===== config.mk =====
export PLATFORM = sky130hd
export DESIGN_NAME = reg_file_wr_arbiter
export DESIGN_NICKNAME = d
export VERILOG_FILES = /design/src/rtl/rf_arb_pkg.sv /design/src/rtl/rr_arbiter.sv /design/src/rtl/reg_file_wr_arbiter.sv
export SDC_FILE = /design/constraint.sdc
export NUM_CORES = 1
export LEC_CHECK = 0
export CAP_MARGIN = 20
export CORE_AREA = 2 2 68 70
export DETAILED_ROUTE_END_ITERATION = 7
export DIE_AREA = 0 0 70 72
export PLACE_DENSITY = 0.76
export SYNTH_ARGS = -nofsm -noshare
export SYNTH_HDL_FRONTEND = slang
export SYNTH_SLANG_ARGS = --single-unit

===== constraint.sdc =====
create_clock -name clk -period 3.7 [get_ports clk]
set_input_delay 0.74 -clock clk [delete_from_list [all_inputs] [get_ports clk]]
set_output_delay 0.74 -clock clk [all_outputs]
set_load 0.005 [all_outputs]

===== src/rtl/rf_arb_pkg.sv =====
// rtl/rf_arb_pkg.sv - shared types and helpers for the register file write arbiter
//
// Contents:
//   arb_state_t : FSM state type (ST_INIT sweep, ST_RUN arbitrate)
//   pack_lsb()  : LSB position of entry idx inside a packed per-requester bus
package rf_arb_pkg;

  typedef enum logic [0:0] {
    ST_INIT = 1'b0,
    ST_RUN  = 1'b1
  } arb_state_t;

  localparam int RF_ARB_MAX_REQ = 8;

  function automatic int pack_lsb(input int idx, input int width);
    return idx * width;
  endfunction

endpackage


===== src/rtl/rr_arbiter.sv =====
// rtl/rr_arbiter.sv - combinational round-robin arbiter with rotating priority pointer
//
// Parameters:
//   NUM_REQ : number of requesters (2..8)
// Ports:
//   req     in  NUM_REQ        request vector
//   rr_ptr  in  clog2(NUM_REQ) index with highest priority this cycle
//   gnt     out NUM_REQ        one-hot grant, zero when req is zero
//   gnt_idx out clog2(NUM_REQ) binary index of the granted requester
module rr_arbiter #(
  parameter int NUM_REQ = 4,
  localparam int PTR_W = $clog2(NUM_REQ)
) (
  input  logic [NUM_REQ-1:0] req,
  input  logic [PTR_W-1:0]   rr_ptr,
  output logic [NUM_REQ-1:0] gnt,
  output logic [PTR_W-1:0]   gnt_idx
);

  logic found;

  // Scan upward from rr_ptr, wrapping at NUM_REQ; first asserted request wins.
  always_comb begin
    gnt     = '0;
    gnt_idx = '0;
    found   = 1'b0;
    for (int k = 0; k < NUM_REQ; k++) begin
      if (!found && req[(int'(rr_ptr) + k) % NUM_REQ]) begin
        gnt[(int'(rr_ptr) + k) % NUM_REQ] = 1'b1;
        gnt_idx = PTR_W'((int'(rr_ptr) + k) % NUM_REQ);
        found   = 1'b1;
      end
    end
  end

endmodule


===== src/rtl/reg_file_wr_arbiter.sv =====
// rtl/reg_file_wr_arbiter.sv - round-robin sharing of the register file write port
//
// Optional feature macro: RF_ARB_INIT_EN (post-reset sweep writing INIT_VALUE to
// every entry before any requester is granted).
//
// Parameters: DATA_WIDTH, ADDR_WIDTH, NUM_REQ (2..8), INIT_VALUE
// Ports:
//   clk        in  1                      clock, rising edge
//   reset_n    in  1                      asynchronous active-low reset
//   req        in  NUM_REQ                per-requester write request
//   req_addr   in  NUM_REQ*ADDR_WIDTH     packed addresses, requester i at [i*ADDR_WIDTH +: ADDR_WIDTH]
//   req_data   in  NUM_REQ*DATA_WIDTH     packed data, same packing
//   gnt        out NUM_REQ                one-hot grant, combinational
//   busy       out 1                      high while the init sweep runs
//   rf_wr_en   out 1                      registered register file write enable
//   rf_w_addr  out ADDR_WIDTH             registered register file write address
//   rf_w_data  out DATA_WIDTH             registered register file write data
module reg_file_wr_arbiter
  import rf_arb_pkg::*;
#(
  parameter int                    DATA_WIDTH = 8,
  parameter int                    ADDR_WIDTH = 2,
  parameter int                    NUM_REQ    = 4,
  parameter logic [DATA_WIDTH-1:0] INIT_VALUE = '0
) (
  input  logic                             clk,
  input  logic                             reset_n,
  input  logic [NUM_REQ-1:0]               req,
  input  logic [NUM_REQ*ADDR_WIDTH-1:0]    req_addr,
  input  logic [NUM_REQ*DATA_WIDTH-1:0]    req_data,
  output logic [NUM_REQ-1:0]               gnt,
  output logic                             busy,
  output logic                             rf_wr_en,
  output logic [ADDR_WIDTH-1:0]            rf_w_addr,
  output logic [DATA_WIDTH-1:0]            rf_w_data
);

  localparam int PTR_W = $clog2(NUM_REQ);

  logic [PTR_W-1:0]      rr_ptr;
  logic [NUM_REQ-1:0]    arb_gnt;
  logic [PTR_W-1:0]      gnt_idx;
  logic                  run;
  logic                  xfer;
  logic [ADDR_WIDTH-1:0] sel_addr;
  logic [DATA_WIDTH-1:0] sel_data;
  logic [PTR_W-1:0]      next_ptr;

  rr_arbiter #(
    .NUM_REQ (NUM_REQ)
  ) u_rr_arbiter (
    .req     (req),
    .rr_ptr  (rr_ptr),
    .gnt     (arb_gnt),
    .gnt_idx (gnt_idx)
  );

`ifdef RF_ARB_INIT_EN
  arb_state_t            state;
  logic [ADDR_WIDTH-1:0] init_cnt;

  assign run  = (state == ST_RUN);
  assign busy = ~run;
`else
  assign run  = 1'b1;
  assign busy = 1'b0;
`endif

  // Requests seen during the sweep stay pending at the requester; they are
  // simply masked here and picked up once the FSM reaches ST_RUN.
  assign gnt  = run ? arb_gnt : '0;
  assign xfer = |gnt;

  assign sel_addr = req_addr[pack_lsb(int'(gnt_idx), ADDR_WIDTH) +: ADDR_WIDTH];
  assign sel_data = req_data[pack_lsb(int'(gnt_idx), DATA_WIDTH) +: DATA_WIDTH];

  // Priority moves to the requester just after the winner.
  assign next_ptr = (gnt_idx == PTR_W'(NUM_REQ - 1)) ? '0 : gnt_idx + PTR_W'(1);

  always_ff @(posedge clk or negedge reset_n) begin
    if (!reset_n) begin
      rf_wr_en  <= 1'b0;
      rf_w_addr <= '0;
      rf_w_data <= '0;
      rr_ptr    <= '0;
`ifdef RF_ARB_INIT_EN
      state     <= ST_INIT;
      init_cnt  <= '0;
`endif
    end else begin
`ifdef RF_ARB_INIT_EN
      if (state == ST_INIT) begin
        rf_wr_en  <= 1'b1;
        rf_w_addr <= init_cnt;
        rf_w_data <= INIT_VALUE;
        init_cnt  <= init_cnt + ADDR_WIDTH'(1);
        // Last entry issued this cycle; arbitration starts next cycle.
        if (init_cnt == '1) begin
          state <= ST_RUN;
        end
      end else begin
`else
      begin
`endif
        rf_wr_en <= xfer;
        if (xfer) begin
          rf_w_addr <= sel_addr;
          rf_w_data <= sel_data;
          rr_ptr    <= next_ptr;
        end
      end
    end
  end

endmodule

# == After elaboration in Yosys (flattened, before gate mapping) ==
# Index checks and enable logic that the tools add are counted.
# word_totals
ff_bits,13
out_inout_bits,16
elab_cells,70
# op_classes
add_sub_neg,4
magnitude_cmp,8
n_eq_ne,1
n_shift,2
muxes,31
bitwise,6
reduce_logical,14
# ops
op,count
variable part select 32 x 6 -> 8 bit,1
two-way mux 4 bit,4
two-way mux 1 bit,14
"< comparator 3 x 4 -> 1 bit, second input constant",3
OR 4 bit,3
two-way mux 2 bit,5
">= comparator 3 x 1 -> 1 bit, second input constant",3
binary-select mux 1 bit (select 2 bit),4
demux 1 bit (select 2 bit),4
variable part select 8 x 4 -> 2 bit,1
logical AND 1 bit,7
OR reduction 2 bit,3
"adder 2 x 1 -> 2 bit, second input constant",2
"adder 2 bit, second input constant",2
OR reduction 4 bit,1
"bitwise AND 1 bit, first input constant",3
zero test 1 bit,3
"< comparator 2 x 3 -> 1 bit, second input constant",1
"== test 2 bit, second input constant",1
">= comparator 2 x 1 -> 1 bit, second input constant",1

# == Longest topological paths before layout ==
# Gate-level depths: netlist of run 1.
# logic_depth
depth_word,16
depth_mapped,13
depth_no_buf,8

# == Cells and area by module ==
# A second synthesis of run 1 with hierarchy kept.
# hier_totals
cells_unflattened,109
area_unflattened_um2,1253.7
# by_module_without_submodules
module,instances,cells_per_inst,area_each_um2,seq_area_each_um2
reg_file_wr_arbiter,1,44,764.5,325.3
rr_arbiter,1,65,489.2,0.0

# == Worst setup path after synthesis of run 1 ==
# No wires, ideal clock.
# synth_path
kind,reg2out
from,reg rr_ptr[0]
to,out gnt[2]
arrival_ns,2.747
t_required_ns,2.960
path_slack_ns,0.213
path_stages_with_launch,11
path_buffers,4
path_cell_list,dfrtp_1 -> buf_6 -> clkbuf_1 -> inv_1 -> clkbuf_1 -> ha_1 -> mux4_2 -> buf_6 -> or3b_1 -> a2bb2oi_1 -> a21o_1
# synth_between
elab_chain_len,13
elab_cells_between_ends,56
classes_between,add/sub: 3; order compare: 8; mux: 26; bitwise: 6; reduce/logical: 13
# synth_rtl
element,line,rtl
start: declaration,reg_file_wr_arbiter.sv:40,logic [PTR_W-1:0] rr_ptr;
start signal: assignment,reg_file_wr_arbiter.sv:109,rr_ptr <= next_ptr;
adder 2 x 1 -> 2 bit,"rr_arbiter.sv:28, rr_arbiter.sv:29",
OR reduction 2 bit (no line),--,
bitwise AND 1 bit (no line),--,
< comparator 3 x 4 -> 1 bit (implied by the code) / >= comparator 3 x 1 -> 1 bit (equally long branches),rr_arbiter.sv:29,gnt[(int'(rr_ptr) + k) % NUM_REQ] = 1'b1;
logical AND 1 bit (implied by the code),rr_arbiter.sv:29,
two-way mux 1 bit (implied by the code),rr_arbiter.sv:29,
demux 1 bit (select 2 bit),--,
OR 4 bit (no line),--,
two-way mux 4 bit,rr_arbiter.sv:28,if (!found && req[(int'(rr_ptr) + k) % NUM_REQ]) begin
OR 4 bit (no line),--,
two-way mux 4 bit,rr_arbiter.sv:28,
OR 4 bit (no line),--,
two-way mux 4 bit (*),rr_arbiter.sv:28,
end: declaration,reg_file_wr_arbiter.sv:31,"output logic [NUM_REQ-1:0] gnt,"
# Every way passes the cells marked *; elsewhere a longest branch is shown, timed or not. The select of a mux whose other input is x is not followed.

# == Final worst setup path of run 1 ==
# layout_path
from,reg rr_ptr[0]
to,out gnt[0]
# The elaborated chain is that of the path after synthesis.

==> results of run 1 <==
[flip-flops by register name, indices dropped and copies added, names as in the netlist]
| signal | count |
|---|---|
| rf_w_data | 8 |
| rf_w_addr | 2 |
| rr_ptr | 2 |
| rf_wr_en | 1 |
[cells by family after synthesis]
family,Yosys count,share of synthesized area [%]
buf+inv,32,9.291
compound gates,85,33.65
xor+xnor,1,0.5122
flops,13,19.02
simple gates,74,25.17
other cells,1,0.2192
mux,8,7.754
fa+ha+maj,6,4.389
[worst max-delay path, stage by stage, from the launching register on]
cell and delay (ns):
dfrtp_2 0.45, inv_1 0.08, ha_1 0.44, mux4_2 0.44, buf_4 0.18, a221o_1 0.37
a22o_1 0.18, clkdlybuf4s50_1 0.43
[final cells by class]
type / instances / area, um^2
Inverter: 7 / 26.28
Multi-Input combinational cell: 175 / 1265
Clock buffer: 4 / 45.04
Fill cell: 379 / 1723
Timing Repair Buffer: 88 / 813.3
Sequential cell: 13 / 326.6
Tap cell: 52 / 65.06
[through the flow]
step	hold slack [ns]	utilization (%)	instance area (um^2)	total power, uW	TNS (ns)
6_report	0.4981	59.60	2541	2600	0
5_1_grt	0.5336	59.60	2541	2822	0
4_1_cts	0.4997	58.95	2514	2544	0
3_5_place_dp	0.4881	57.37	2446	2379	-0.1119
3_3_place_gp	0.4827	57.37	2446	2333	0
2_1_floorplan	0.4444	-	1710	1661	0
[per-layer routing]
metal | share of wire, % | routed length, um | vias to the layer above
met5 | 0 | 0 | -
met4 | 0.61 | 34 | 0
met3 | 7.0 | 390 | 5
met2 | 48 | 2683 | 87
met1 | 44 | 2472 | 944
li1 | - | - | 988
[worst min-delay path by stage]
stage | to | slack (ns) | cells after the start
4_1_cts | rf_w_data[1] | 0.50 | 2
3_3_place_gp | rf_w_data[1] | 0.48 | 2
6_report | rf_w_data[1] | 0.50 | 2
5_1_grt | rf_w_data[1] | 0.53 | 2
3_5_place_dp | rf_w_data[1] | 0.49 | 2
2_1_floorplan | rf_w_addr[0] | 0.44 | 0
[report_power, final]
group | switching (uW) | total, uW | leakage [uW] | internal (uW)
clock | 48.5 | 125 | 0.0000228 | 76.0
sequential | 47.9 | 283 | 0.000150 | 235
combinational | 1160 | 2190 | 0.000805 | 1030
[synthesized netlist by cell type, types with 2 or more instances]
library cell,instances,area share (%)
ha_1,6,4.4
buf_2,4,1.2
a2111oi_0,10,5.1
inv_1,7,1.5
o21a_1,3,1.3
nor3_1,3,0.88
nand4_1,10,3.7
a211oi_1,10,4.4
o21ai_0,13,3.8
mux4_2,4,5.3
nand2_1,15,3.3
a21o_1,3,1.3
or3b_1,2,1.0
nor2b_1,2,0.73
o221ai_1,2,1.0
nor2_1,2,0.44
a21oi_1,23,6.7
dfrtp_1,13,19
nor3b_1,11,4.8
clkbuf_1,16,3.5
mux2i_1,2,1.2
nand2b_1,3,1.1
and2_4,2,1.0
mux2_2,2,1.3
a22oi_1,2,0.88
o22ai_1,2,0.73
o31ai_1,9,3.9
buf_6,4,2.6
nand3_1,22,6.4
[what timing repair did]
item | 4_1_cts | 5_1_grt
resized for setup | 5 | 7
hold endpoints to repair | 0 | 0
setup buffers | 1 | 0
endpoints found under the setup margin | 2 | 4
gates cloned | 0 | 0
==> flow_metrics.env, run 1 <==
export IMPL_rsz0062_at_grt="false"
export IMPL_wirelength_um=5581
export IMPL_first_pass_iters=4
export IMPL_dieArea_um2=5040
export IMPL_synth_edff_count=0
export IMPL_synth_area_um2=1710
export IMPL_die_y_um=72
export IMPL_fin_crit_sh_pct=95.98
export IMPL_io_pins=62
export IMPL_path_clk_slew_ns=0.05
export IMPL_synth_seq_cells=13
export IMPL_postSynthAreaPerCell_um2=7.775
export IMPL_arrival_ns=2.81
export IMPL_grt_antenna_before_repair=0
export IMPL_insertion_delay_ns=0.24
export IMPL_grt_pass1_vias=1859
export IMPL_grt_pass1_wl_um=8976
export IMPL_port_buffers=60
export IMPL_crit_reg2reg_launch="rr_ptr[0]"
export IMPL_dp_cells=334
export IMPL_p_per_area_nw_per_um2=1023
export IMPL_place_congestion=0.9459
export IMPL_cp_max_fo=7
export IMPL_row_count=24
export IMPL_synthArstFlopShare_pct=100.0
export IMPL_layout_commonest_cell="clkdlybuf4s50_1"
export IMPL_synth_cell_types=42
export IMPL_critPathKind="flip-flop to output port"
export IMPL_cts_tree="built"
export IMPL_final_setup_viol_count=0
export IMPL_crit_start="rr_ptr[0]"
export IMPL_rr_endpoint="rf_w_addr[1]"
export IMPL_slew_viol_final=0
export IMPL_clock_skew_final_ns=0.0004960
export IMPL_ant_nets=0
export IMPL_wire_per_inst_um=16.46
export IMPL_grt_util_all_layers_pct=21.62
export IMPL_numClockSinks=13
export IMPL_pre_cts_ws_ns=-0.08383
export IMPL_htreeDepth=1
export IMPL_gr_usage_met2_pct=36.30
export IMPL_setup_worst_path_end="gnt[0]"
export IMPL_grt_use_met1_pct=29.85
export IMPL_root_buffer="clkbuf_8"
export IMPL_hold_viol=0
export IMPL_cap_viol_max_count=0
export IMPL_tightest_slew_ns=0.6324
export IMPL_fmax_mhz=281.6
export IMPL_drt_iter0_markers=188
export IMPL_grt_busiest_layer="met2"
export IMPL_worst_setup_path_end_kind="output port"
export IMPL_grt_start_max_net_pins=22
export IMPL_max_vdd_ir_drop_mv=0.4797
export IMPL_start_util_pct=40.11
export IMPL_period_needed_ns=3.551
export IMPL_gr_total_overflow=0
export IMPL_diodes=0
export IMPL_vias=2024
export IMPL_worstSetupStartpointType="flip-flop"
export IMPL_area_growth_synth_to_final_pct=48.57
export IMPL_p_leak_uw=0.0009776
export IMPL_yosysWarnings=0
export IMPL_synth_ff_type="dfrtp_1"
export IMPL_r2r_setup_slack_ns=0.41
export IMPL_syn_num_nets=272
export IMPL_via_per_inst=5.971
export IMPL_status="completed"
export IMPL_ctsHoldBuffers=0
export IMPL_syn_inst=220
export IMPL_required_ns=2.96
export IMPL_nets=340
export IMPL_clockBufferDepth=2
export IMPL_hold_class="flip-flop to flip-flop"
export IMPL_met3_usage_pct=2.500
export IMPL_r2r_cells=10
export IMPL_fin_ws_ns=0.1488
export IMPL_slew_limit_headroom_pct=56.75
export IMPL_drive_gt1_share_pct=17.42
export IMPL_synth_seq_area_share_pct=19.02
export IMPL_drc=0
export IMPL_dp_hpwl_um=4126
export IMPL_hp_start="rf_w_data[1]"
export IMPL_final_cell_mix="clkdlybuf4s50_1 (56), buf_4 (28), nand3_1 (22), a21oi_1 (21), nand2_1 (15)"
export IMPL_cts_buffers=3
export IMPL_fp_dieW_um=70
export IMPL_coreArea_um2=4264
export IMPL_layout_cells_non_filler=339
Power figures use the tool's default switching activity.
==> inputs of run 2 (changes only) <==
Settings changed: GPL_ROUTABILITY_DRIVEN set to 0.
Clock period 3.7 ns to 3.15 ns, I/O delays scaled along.
==> run 2 against run 1 <==
Net effect: register-to-register slack worse by 0.38 ns; setup slack worse by 0.12 ns; hold slack better by 0.0014 ns; largest cell class unchanged.
==> flow_metrics.env, run 2 (synthesized netlist as in run 1, its figures left out) <==
export IMPL_cpMostUsedCell="buf_4"
export IMPL_min_path_cells=2
export IMPL_pre_cts_ws_ns=-0.4403
export IMPL_insertion_delay_ns=0.24
export IMPL_slowest_stage="a2111oi_1"
export IMPL_p_per_area_nw_per_um2=1258
export IMPL_r2r_cells=12
export IMPL_arrival_ns=3.25
export IMPL_drc=0
export IMPL_rsz0062_at_grt="true"
export IMPL_die_y_um=72
export IMPL_diodes=0
export IMPL_root_buffer="clkbuf_8"
export IMPL_layout_cells_non_filler=370
export IMPL_wirelength_um=6073
export IMPL_hold_class="flip-flop to flip-flop"
export IMPL_fin_ws_ns=0.03052
export IMPL_layout_commonest_cell="buf_4"
export IMPL_ant_nets=0
export IMPL_regMostFlops="rf_w_data"
export IMPL_placed_area_um2=2579
export IMPL_worst_setup_path_end_kind="flip-flop"
export IMPL_final_setup_viol_count=0
export IMPL_status="completed"
export IMPL_io_pins=62
export IMPL_grt_start_max_net_pins=22
export IMPL_cap_viol_max_count=0
export IMPL_worst_path_buf_inv=5
export IMPL_max_vdd_ir_drop_mv=0.6625
export IMPL_port_buffers=60
export IMPL_cp_top_family="buffers and inverters"
export IMPL_area_growth_synth_to_final_pct=62.91
export IMPL_ctsHoldBuffers=0
export IMPL_largest_register_ffs=8
export IMPL_grt_pass1_wl_um=9466
export IMPL_fmax_mhz=320.6
export IMPL_required_ns=3.28
export IMPL_start_util_pct=40.11
export IMPL_dieArea_um2=5040
export IMPL_fin_crit_sh_pct=99.03
export IMPL_worst_path_stages=11
export IMPL_cts_buffers=3
export IMPL_dp_cells=350
export IMPL_tns_ns=0
export IMPL_grt_util_all_layers_pct=22.77
export IMPL_p_leak_uw=0.001130
export IMPL_row_count=24
export IMPL_tightest_slew_ns=0.5862
export IMPL_cts_tree="built"
export IMPL_worstSetupStartpointType="input port"
export IMPL_slew_limit_headroom_pct=60.80
export IMPL_grt_pass1_vias=1990
export IMPL_gr_total_overflow=0
export IMPL_vias=2227
export IMPL_grt_antenna_before_repair=0
export IMPL_cp_slowest_stage_delay_ns=0.54
export IMPL_final_cell_mix="buf_4 (55), clkdlybuf4s50_1 (52), nand3_1 (22), a21oi_1 (21), nand2_1 (15)"
export IMPL_coreArea_um2=4264
export IMPL_first_pass_iters=4
export IMPL_path_clk_slew_ns=0.06
export IMPL_dp_hpwl_um=4195
export IMPL_numClockSinks=13
export IMPL_drive_gt1_share_pct=26.42
export IMPL_path_cells="clkdlybuf4s15_1 -> mux4_2 -> buf_6 -> nor4b_4 -> buf_4 -> buf_4 -> nand2_1 -> o21a_1 -> a2111oi_1 -> buf_4 -> o31ai_1"
export IMPL_wire_per_inst_um=16.41
export IMPL_slew_viol_final=0
export IMPL_hold_viol=0
export IMPL_cp_max_fo=10
export IMPL_critPathKind="input port to flip-flop"
export IMPL_nets=371
export IMPL_clock_skew_final_ns=0.002127
export IMPL_via_per_inst=6.019
export IMPL_clockBufferDepth=2
export IMPL_htreeDepth=1
export IMPL_fp_dieW_um=70
export IMPL_drt_iter0_markers=188
export IMPL_reg_top3="rf_w_data x8, rf_w_addr x2, rr_ptr x2"
export IMPL_period_needed_ns=3.119
export IMPL_post_route_cell_area_um2=2786
==> run 2: area by class of cell <==
| cell class | instances | area (um^2) |
|---|---|---|
| inverters | 7 | 26.28 |
| flip-flops and latches | 13 | 325.3 |
| repair buffers | 119 | 1050 |
| multi-input cells | 175 | 1275 |
| clock buffers | 4 | 45.04 |
| fillers | 364 | 1478 |
| well taps | 52 | 65.06 |
==> run 2: what timing repair did <==
| action | in CTS | in global routing |
|---|---|---|
| buffers inserted | 11 | 5 |
| endpoints found under the setup margin | 13 | 12 |
| resized for setup | 17 | 16 |
| pin swaps | 6 | 5 |
==> run 2: final timing paths <==
kind                                end         start  slack [ns]
max                        rf_w_data[3]        req[1]        0.03
min                        rf_w_data[1]  rf_w_data[1]        0.50
max reg2reg                rf_w_data[3]     rr_ptr[0]        0.03
min reg2reg                rf_w_data[1]  rf_w_data[1]        0.50
max in group asynchronous  rf_w_data[0]       reset_n        2.01
min in group asynchronous     rr_ptr[1]       reset_n        0.76
==> run 2: metal layers <==
metal  GRT usage [%]  vias up  part of all wire [%]  wire length, um
met4           7.479        0                   2.1              129
met2           36.83      132                    48             2913
li1                -     1049                     -                -
met1           32.27     1030                    43             2585
met5               0        -                     0                0
met3           2.083       16                   7.3              444
==> run 2: power by group <==
part	switching (uW)	internal [uW]
clock network	61.0	89.5
logic	1500	1530
registers	50.0	275
==> run 2: stage by stage <==
stage | power (uW) | hold slack (ns) | utilization, %
6_report | 3506 | 0.4995 | 65.35
5_1_grt | 3744 | 0.5226 | 65.35
4_1_cts | 3316 | 0.4998 | 63.82
3_5_place_dp | 3018 | 0.4876 | 60.48
3_3_place_gp | 2954 | 0.4815 | 60.48
2_1_floorplan | 1979 | 0.3344 | -
==> run 2: worst min-delay path, delay by kind of cell (launching register included) <==
kind	cells	cell delay, ns
AND/OR/NAND/NOR	1	0.06
AO/OA/AOI/OAI	1	0.06
flip-flops	1	0.34
==> inputs of run 3 (changes only) <==
Settings changed: CAP_MARGIN 20 to unset, CELL_PAD_IN_SITES_DETAIL_PLACEMENT set to 0, CELL_PAD_IN_SITES_GLOBAL_PLACEMENT set to 1, CORE_AREA 2 2 68 70 to 2 2 80 82, DIE_AREA 0 0 70 72 to 0 0 82 84, PLACE_DENSITY 0.76 to unset, PLACE_DENSITY_LB_ADDON set to 0.1.
==> run 3 against run 2 <==
Net effect: final cell count up 2.4%; clock power about the same; total power down 6.1%; combinational power down 6.9%; cell area down 3.2%; non-clock buffer count down 16; core utilization down 21 points; critical endpoint is now gnt[2]; die area up 37%; critical path depth down 4; flip-flop and latch count unchanged; register-to-register slack better by 0.15 ns; setup slack better by 0.071 ns.
==> flow_metrics.env, run 3 (synthesized netlist as in run 1, its figures left out) <==
export IMPL_vias=1991
export IMPL_start_util_pct=28.06
export IMPL_root_buffer="clkbuf_8"
export IMPL_coreArea_um2=6096
export IMPL_r2r_cells=11
export IMPL_grt_start_max_net_pins=22
export IMPL_register_area_um2=325.3
export IMPL_via_per_inst=5.253
export IMPL_slew_limit_headroom_pct=60.22
export IMPL_cts_buffers=3
export IMPL_gr_total_overflow=0
export IMPL_period_needed_ns=3.048
export IMPL_slowest_stage="mux4_2"
export IMPL_multiInputGateArea_um2=1280
export IMPL_drc=0
export IMPL_dp_hpwl_um=4468
export IMPL_largest_register_ffs=8
export IMPL_cp_max_fo=4
export IMPL_path_cells="dlygate4sd2_1 -> mux4_2 -> buf_4 -> or3b_1 -> a2bb2oi_2 -> a21o_1 -> dlygate4sd2_1"
export IMPL_clock_skew_final_ns=0.001718
export IMPL_area_growth_synth_to_final_pct=57.72
export IMPL_drive_gt1_share_pct=22.19
export IMPL_cpMostUsedCell="dlygate4sd2_1"
export IMPL_layout_commonest_cell="clkdlybuf4s50_1"
export IMPL_hold_viol=0
export IMPL_grt_pass1_vias=1950
export IMPL_wire_per_inst_um=15.87
export IMPL_dieArea_um2=6888
export IMPL_grt_pass1_wl_um=9597
export IMPL_status="completed"
export IMPL_whs_ns=0.4959
export IMPL_hp_start="rf_w_addr[0]"
export IMPL_r2r_setup_slack_ns=0.18
export IMPL_clockBufferDepth=2
export IMPL_insertion_delay_ns=0.24
export IMPL_fillCellCount=651
export IMPL_ctsHoldBuffers=0
export IMPL_drt_iter0_markers=64
export IMPL_final_setup_viol_count=0
export IMPL_min_path_cells=2
export IMPL_row_count=29
export IMPL_slew_viol_final=0
export IMPL_worstSetupStartpointType="input port"
export IMPL_max_vdd_ir_drop_mv=0.4943
export IMPL_hold_class="flip-flop to flip-flop"
export IMPL_diodes=0
export IMPL_io_pins=62
export IMPL_first_pass_iters=4
export IMPL_cap_viol_max_count=0
export IMPL_grt_antenna_before_repair=0
export IMPL_arrival_ns=2.42
export IMPL_p_total_uw=3291
export IMPL_tightest_slew_ns=0.5949
export IMPL_tns_ns=0
export IMPL_port_buffers=60
export IMPL_reg_top3="rf_w_data x8, rf_w_addr x2, rr_ptr x2"
export IMPL_p_per_area_nw_per_um2=1220
export IMPL_nets=355
export IMPL_final_util_pct=44.25
export IMPL_layout_cells_non_filler=379
export IMPL_dp_cells=371
export IMPL_fin_crit_sh_pct=96.76
export IMPL_fmax_mhz=328.1
export IMPL_rsz0062_at_grt="false"
export IMPL_ant_nets=0
export IMPL_critPathKind="input port to output port"
export IMPL_path_clk_slew_ns=0.05
export IMPL_wirelength_um=6015
export IMPL_cp_slowest_stage_delay_ns=0.51
export IMPL_rr_endpoint="rf_w_data[4]"
export IMPL_htreeDepth=1
export IMPL_hold_end="rf_w_addr[0]"
export IMPL_worst_setup_path_end_kind="output port"
export IMPL_crit_reg2reg_launch="rr_ptr[0]"
export IMPL_die_y_um=84
export IMPL_required_ns=2.52
export IMPL_fp_dieW_um=82
export IMPL_p_leak_uw=0.001056
export IMPL_grt_util_all_layers_pct=17.36
export IMPL_regMostFlops="rf_w_data"
export IMPL_cts_tree="built"
export IMPL_final_cell_mix="clkdlybuf4s50_1 (52), buf_4 (42), a21oi_1 (23), nand3_1 (22), nand2_1 (15)"
export IMPL_numClockSinks=13
[run 3: cell count changes in the layout (fill, tap and decap cells not counted), sizes merged]
cell / previous run / this run
clkdlybuf4s15: 4 / 2
buf: 60 / 43
dlygate4sd2: 1 / 5
clkbuf: 5 / 4
[run 3: critical path: cells and delay by family]
kind                   cells  cell delay [ns]
multiplexers               1             0.51
AO/OA/AOI/OAI              2             0.29
AND/OR/NAND/NOR            1             0.36
buffers and inverters      3             0.64
[run 3: metrics by stage]
stage / setup slack (ns) / instance area (um^2)
after floorplan: 0.03848 / 1725
after global placement: -0.3730 / 2580
after detailed placement: -0.4369 / 2580
after CTS: 0.006941 / 2658
after global routing: 0.01115 / 2698
final: 0.1020 / 2698
[run 3: power by group]
group	switching, uW	internal, uW
clock	58.9	89.3
sequential	47.3	275
combinational	1440	1380
[run 3: worst max-delay path by stage]
stage              endpoint       from
2_1_floorplan        gnt[2]  rr_ptr[0]
3_3_place_gp   rf_w_data[0]     req[2]
3_5_place_dp   rf_w_data[0]     req[2]
4_1_cts              gnt[3]     req[3]
5_1_grt              gnt[2]     req[3]
6_report             gnt[2]     req[3]
[run 3: layer usage]
layer	part of all wire (%)	global-route usage, %	vias to the layer above
li1	-	-	1015
met1	49	25.47	928
met2	46	27.72	44
met3	4.1	1.407	4
met4	0.67	3.182	0
met5	0	0	-
[run 3: final cells by class]
class	instances	area share [%]
clock buffer	4	1.670
inverter	7	0.9740
multi-input combinational	175	47.45
sequential	13	12.06
tap	77	3.571
timing repair buffer	103	34.28
[run 3: timing repair]
action | in CTS | in global routing
gates resized for setup | 13 | 12
pin swaps | 5 | 2
endpoints found under the setup margin | 13 | 10
hold endpoints to repair | 0 | 0
setup buffers | 3 | 1
